==> config.mk <==
export PLATFORM = sky130hd
export DESIGN_NAME = vga_scanout
export DESIGN_NICKNAME = d
export VERILOG_FILES = /design/src/rtl/vga_scanout.sv
export SDC_FILE = /design/constraint.sdc
export NUM_CORES = 1
export LEC_CHECK = 0
export CAP_MARGIN = 20
export CORE_ASPECT_RATIO = 0.8
export CORE_MARGIN = 1
export CORE_UTILIZATION = 40
export DETAILED_ROUTE_END_ITERATION = 10
export DONT_BUFFER_PORTS = 1
export SYNTH_ARGS = -nofsm -noshare
export SYNTH_HDL_FRONTEND = slang
export SYNTH_SLANG_ARGS = --single-unit
==> constraint.sdc <==
create_clock -name clock -period 5.45 [get_ports clock]
set_input_delay 0.545 -clock clock [delete_from_list [all_inputs] [get_ports clock]]
set_output_delay 0.545 -clock clock [all_outputs]
set_load 0.02 [all_outputs]
==> src/rtl/vga_scanout.sv <==
// vga_scanout: scans a 320x240 3-bit framebuffer and drives pixel-doubled 640x480@60 VGA.
module vga_scanout #(
   parameter int H_VISIBLE = 640,
   parameter int H_FRONT   = 16,
   parameter int H_SYNC    = 96,
   parameter int H_BACK    = 48,
   parameter int V_VISIBLE = 480,
   parameter int V_FRONT   = 10,
   parameter int V_SYNC    = 2,
   parameter int V_BACK    = 33
) (
   input  logic        clock,
   input  logic        reset,
   output logic [18:0] ram_address,
   input  logic [2:0]  ram_read_data,
   output logic        hsync,
   output logic        vsync,
   output logic [3:0]  red,
   output logic [3:0]  green,
   output logic [3:0]  blue,
   output logic        frame_start
);
   localparam int H_TOTAL   = H_VISIBLE + H_FRONT + H_SYNC + H_BACK;
   localparam int V_TOTAL   = V_VISIBLE + V_FRONT + V_SYNC + V_BACK;
   localparam int H_SYNC_LO = H_VISIBLE + H_FRONT;
   localparam int H_SYNC_HI = H_SYNC_LO + H_SYNC;
   localparam int V_SYNC_LO = V_VISIBLE + V_FRONT;
   localparam int V_SYNC_HI = V_SYNC_LO + V_SYNC;
   logic       pix_en;
   logic [9:0] h_cnt;
   logic [9:0] v_cnt;
   logic       visible;
   logic       h_last;
   logic       v_last;
   always_comb begin
      visible     = (h_cnt < 10'(H_VISIBLE)) && (v_cnt < 10'(V_VISIBLE));
      h_last      = h_cnt == 10'(H_TOTAL - 1);
      v_last      = v_cnt == 10'(V_TOTAL - 1);
      ram_address = visible ? 19'(H_VISIBLE / 2) * 19'(v_cnt[9:1]) + 19'(h_cnt[9:1]) : '0;
   end
   // Outputs sample RAM data one clock after the address, so they trail the counters by one slot.
   always_ff @(posedge clock or posedge reset) begin
      if (reset) begin
         pix_en      <= 1'b0;
         h_cnt       <= '0;
         v_cnt       <= '0;
         hsync       <= 1'b1;
         vsync       <= 1'b1;
         red         <= '0;
         green       <= '0;
         blue        <= '0;
         frame_start <= 1'b0;
      end else begin
         pix_en      <= ~pix_en;
         frame_start <= pix_en && h_cnt == '0 && v_cnt == '0;
         if (pix_en) begin
            h_cnt <= h_last ? '0 : h_cnt + 10'd1;
            if (h_last)
               v_cnt <= v_last ? '0 : v_cnt + 10'd1;
            hsync <= !(h_cnt >= 10'(H_SYNC_LO) && h_cnt < 10'(H_SYNC_HI));
            vsync <= !(v_cnt >= 10'(V_SYNC_LO) && v_cnt < 10'(V_SYNC_HI));
            red   <= visible ? {4{ram_read_data[2]}} : 4'h0;
            green <= visible ? {4{ram_read_data[1]}} : 4'h0;
            blue  <= visible ? {4{ram_read_data[0]}} : 4'h0;
         end
      end
   end
endmodule

==> flow_summary.toml <==
[logic_synthesis]
synth_xor_area_share_pct = 7.48
synth_mux_area_share_pct = 0.899
synth_top_family_by_area = "simple AND/OR/NAND/NOR gates"
synth_edf_count = 0
ys.warnings.count = 0
synth-main-ff-cell = "dfrtp_1"
synth_area_leaders = "dfrtp_1 (28%), ha_1 (12%), xnor2_1 (4.3%), nand2_1 (4.2%), nor2_1 (4.2%)"
synth_top_area_cell = "dfrtp_1"
ys_ff_latch = 27
mappedNetlistArea_sq_um = 2230
synth.distinct_cells = 53
syn_inst = 254
synth_top_cell_area_share_pct = 28.1
async_reset_ff_share_pct = 100
synth-seq-area-share_pct = 30.5
synthesis.nets = 282
postSynthAreaPerCell_sq_um = 8.76
synthAdderAreaFrac_pct = 13.6
ys_top_cells_by_count = "dfrtp_1 (25), nand2_1 (25), nor2_1 (25)"
synth-simple-area-share_pct = 28.7
synth_compound_area_share_pct = 11.5

[placement]
hpwl_um = 3540
dpl_cell_area_sq_um = 2200
port_buffers = 0
place_congestion = 0.766
pre_cts_ws_ps = 1720

[timing]
setup_viol = 0
setup_slack_ps = 1390
hold_violations = 0
fin_crit_ps = 4060
fin_setup_tns_ps = 0
rsz0062_at_grt = "no"
period_share_pct = 74.5
slew-limit-headroom_pct = 46.7
finClkSkew_ps = 9.00
drv_slew = 0
timing.fmax_ghz = 0.246
tightestPinTransition_ps = 793

[worst_setup_path]
crit_path_start_kind = "register"
path_max_fanout = 11
r2r-start = "pix_en"
cp-end-kind = "primary output"
criticalPathCategory = "reg2out"
crit_chain = "ha_1 > ha_1 > fa_1 > a211oi_1 > or2_1 > nand4_1 > nor4_1 > nor3b_1"
r2r_cells = 5
r2r_slack_ps = 3050
worst_ep_arrival_time_ps = 3510
crit_family = "simple AND/OR/NAND/NOR gates"
critPathRequiredTime_ps = 4910
cpPeakStageDelay_ps = 610
cpMaxStageDelayCell = "nor3b_1"
r2r-end = "v_cnt[7]"
cp_common_cell = "ha_1"
worst-path-buf-inv = 0

[route]
drt_first_iter_violations = 67
vias_per_cell = 5.67
drc = 0
drt_wl_total_um = 4630
avgRoutedWirePerCell_um = 15.4
ant_nets = 0
dr_total_vias = 1708
dr.pass1.iters = 4

[die]
rows = 23
chipHeight_um = 68.7
dieWidth_um = 85.4
dieArea_sq_um = 5870
io_pins = 39
core_area_sq_um = 5180
start_util_pct = 43.0

[clocking]
path_clk_slew_ps = 100
clk_latency_ps = 270
root_buffer = "clkbuf_8"
cts.htree.levels = 1
cts_hold_buf = 0
postCtsSetupBuffers = 0
ctsResizeCount = 0
numClockSinks = 27
clock_path_buffers = 2
numCtsBuffers = 3
cts_tree = "yes"

[final_layout]
area_delta_synth_final_pct = 0.956
n_antenna_cell = 0
final_nets = 268
design_area_sq_um = 2250
layout-drive-gt1-share_pct = 6.28

[run_status]
status = "finished clean"

[flow_run]
drv_cap = 0

[global_routing]
grt_max_degree = 21
grtUsageTotal_pct = 16.7
grt_overflow = 0
grt_pass1_wl_um = 7710
antenna_found_initial = 0
grt_pass1_vias = 1614

[power]
power.leakage_nw = 1.05
pwr_density_cell_nw_per_um2 = 147
ir_drop_mv = 0.0659

[min_path]
hold_class = "in2async"
## metal layers
layer  share of wire, %  vias up  GRT usage (%)
met5                  0        -              0
met4               0.30        0           1.25
met3                4.5        2           3.45
met2                 43       46           27.1
met1                 53      792           23.9
li1                   -      868              -
## through the flow
stage	power, mW	cells	hold slack [ps]	util, %
2_1_floorplan	0.222	254	498	-
3_3_place_gp	0.219	296	530	42.0
3_5_place_dp	0.221	297	460	42.5
4_1_cts	0.337	301	151	43.4
5_1_grt	0.345	301	156	43.4
6_report	0.331	301	141	43.4
## state kept, by name (all words and copies together) (netlist names)
| register | count |
|---|---|
| hsync | 1 |
| frame_start | 1 |
| pix_en | 1 |
| h_cnt | 10 |
| red | 1 |
| vsync | 1 |
| v_cnt | 10 |
| blue | 1 |
| green | 1 |
## layout make-up
type                            instances  area (sq um)
Clock buffer                            3          41.3
Clock inverter                          1          5.00
Fill cell                             501          2930
Inverter                                8          30.0
Multi-Input combinational cell        199          1390
Sequential cell                        27           678
Tap cell                               62          77.6
Timing Repair Buffer                    1          27.5
## how the worst max path moves through the flow
stage | startpoint | to | slack (ps) | depth (start not counted)
2_1_floorplan | v_cnt[2] | ram_address[17] | 2030 | 8
3_3_place_gp | v_cnt[4] | ram_address[17] | 1830 | 8
3_5_place_dp | v_cnt[4] | ram_address[17] | 1720 | 8
4_1_cts | v_cnt[2] | ram_address[17] | 1400 | 8
5_1_grt | v_cnt[4] | ram_address[17] | 1150 | 8
6_report | v_cnt[4] | ram_address[17] | 1390 | 8
## layout by cell type, fill, tap and decap left out, types with 4 or more instances in the layout
cell type / count
nor4_1: 5
dfrtp_1: 25
xnor2_1: 11
a21o_1: 4
nor3_1: 8
nand2b_1: 6
a21oi_1: 5
ha_1: 21
nor2_1: 25
nand4_1: 12
and3_1: 4
o21ai_0: 8
nand2_1: 25
and2_1: 8
inv_1: 8
xor2_1: 8
o21ai_1: 5
## power breakdown
group / switching, mW / internal [mW]
combinational: 0.00546 / 0.00264
sequential: 0.00767 / 0.201
clock: 0.0629 / 0.0512
## cell families (layout without fill, tap and decap cells)
group	after synthesis	count (layout)
AO/OA/AOI/OAI	39	39
adder cells (fa/ha/maj)	23	23
XOR/XNOR	19	19
AND/OR/NAND/NOR	115	115
other	1	1
multiplexers	2	2
buffers and inverters	28	13
flip-flops	27	27
(Power assumes the default switching activity.)
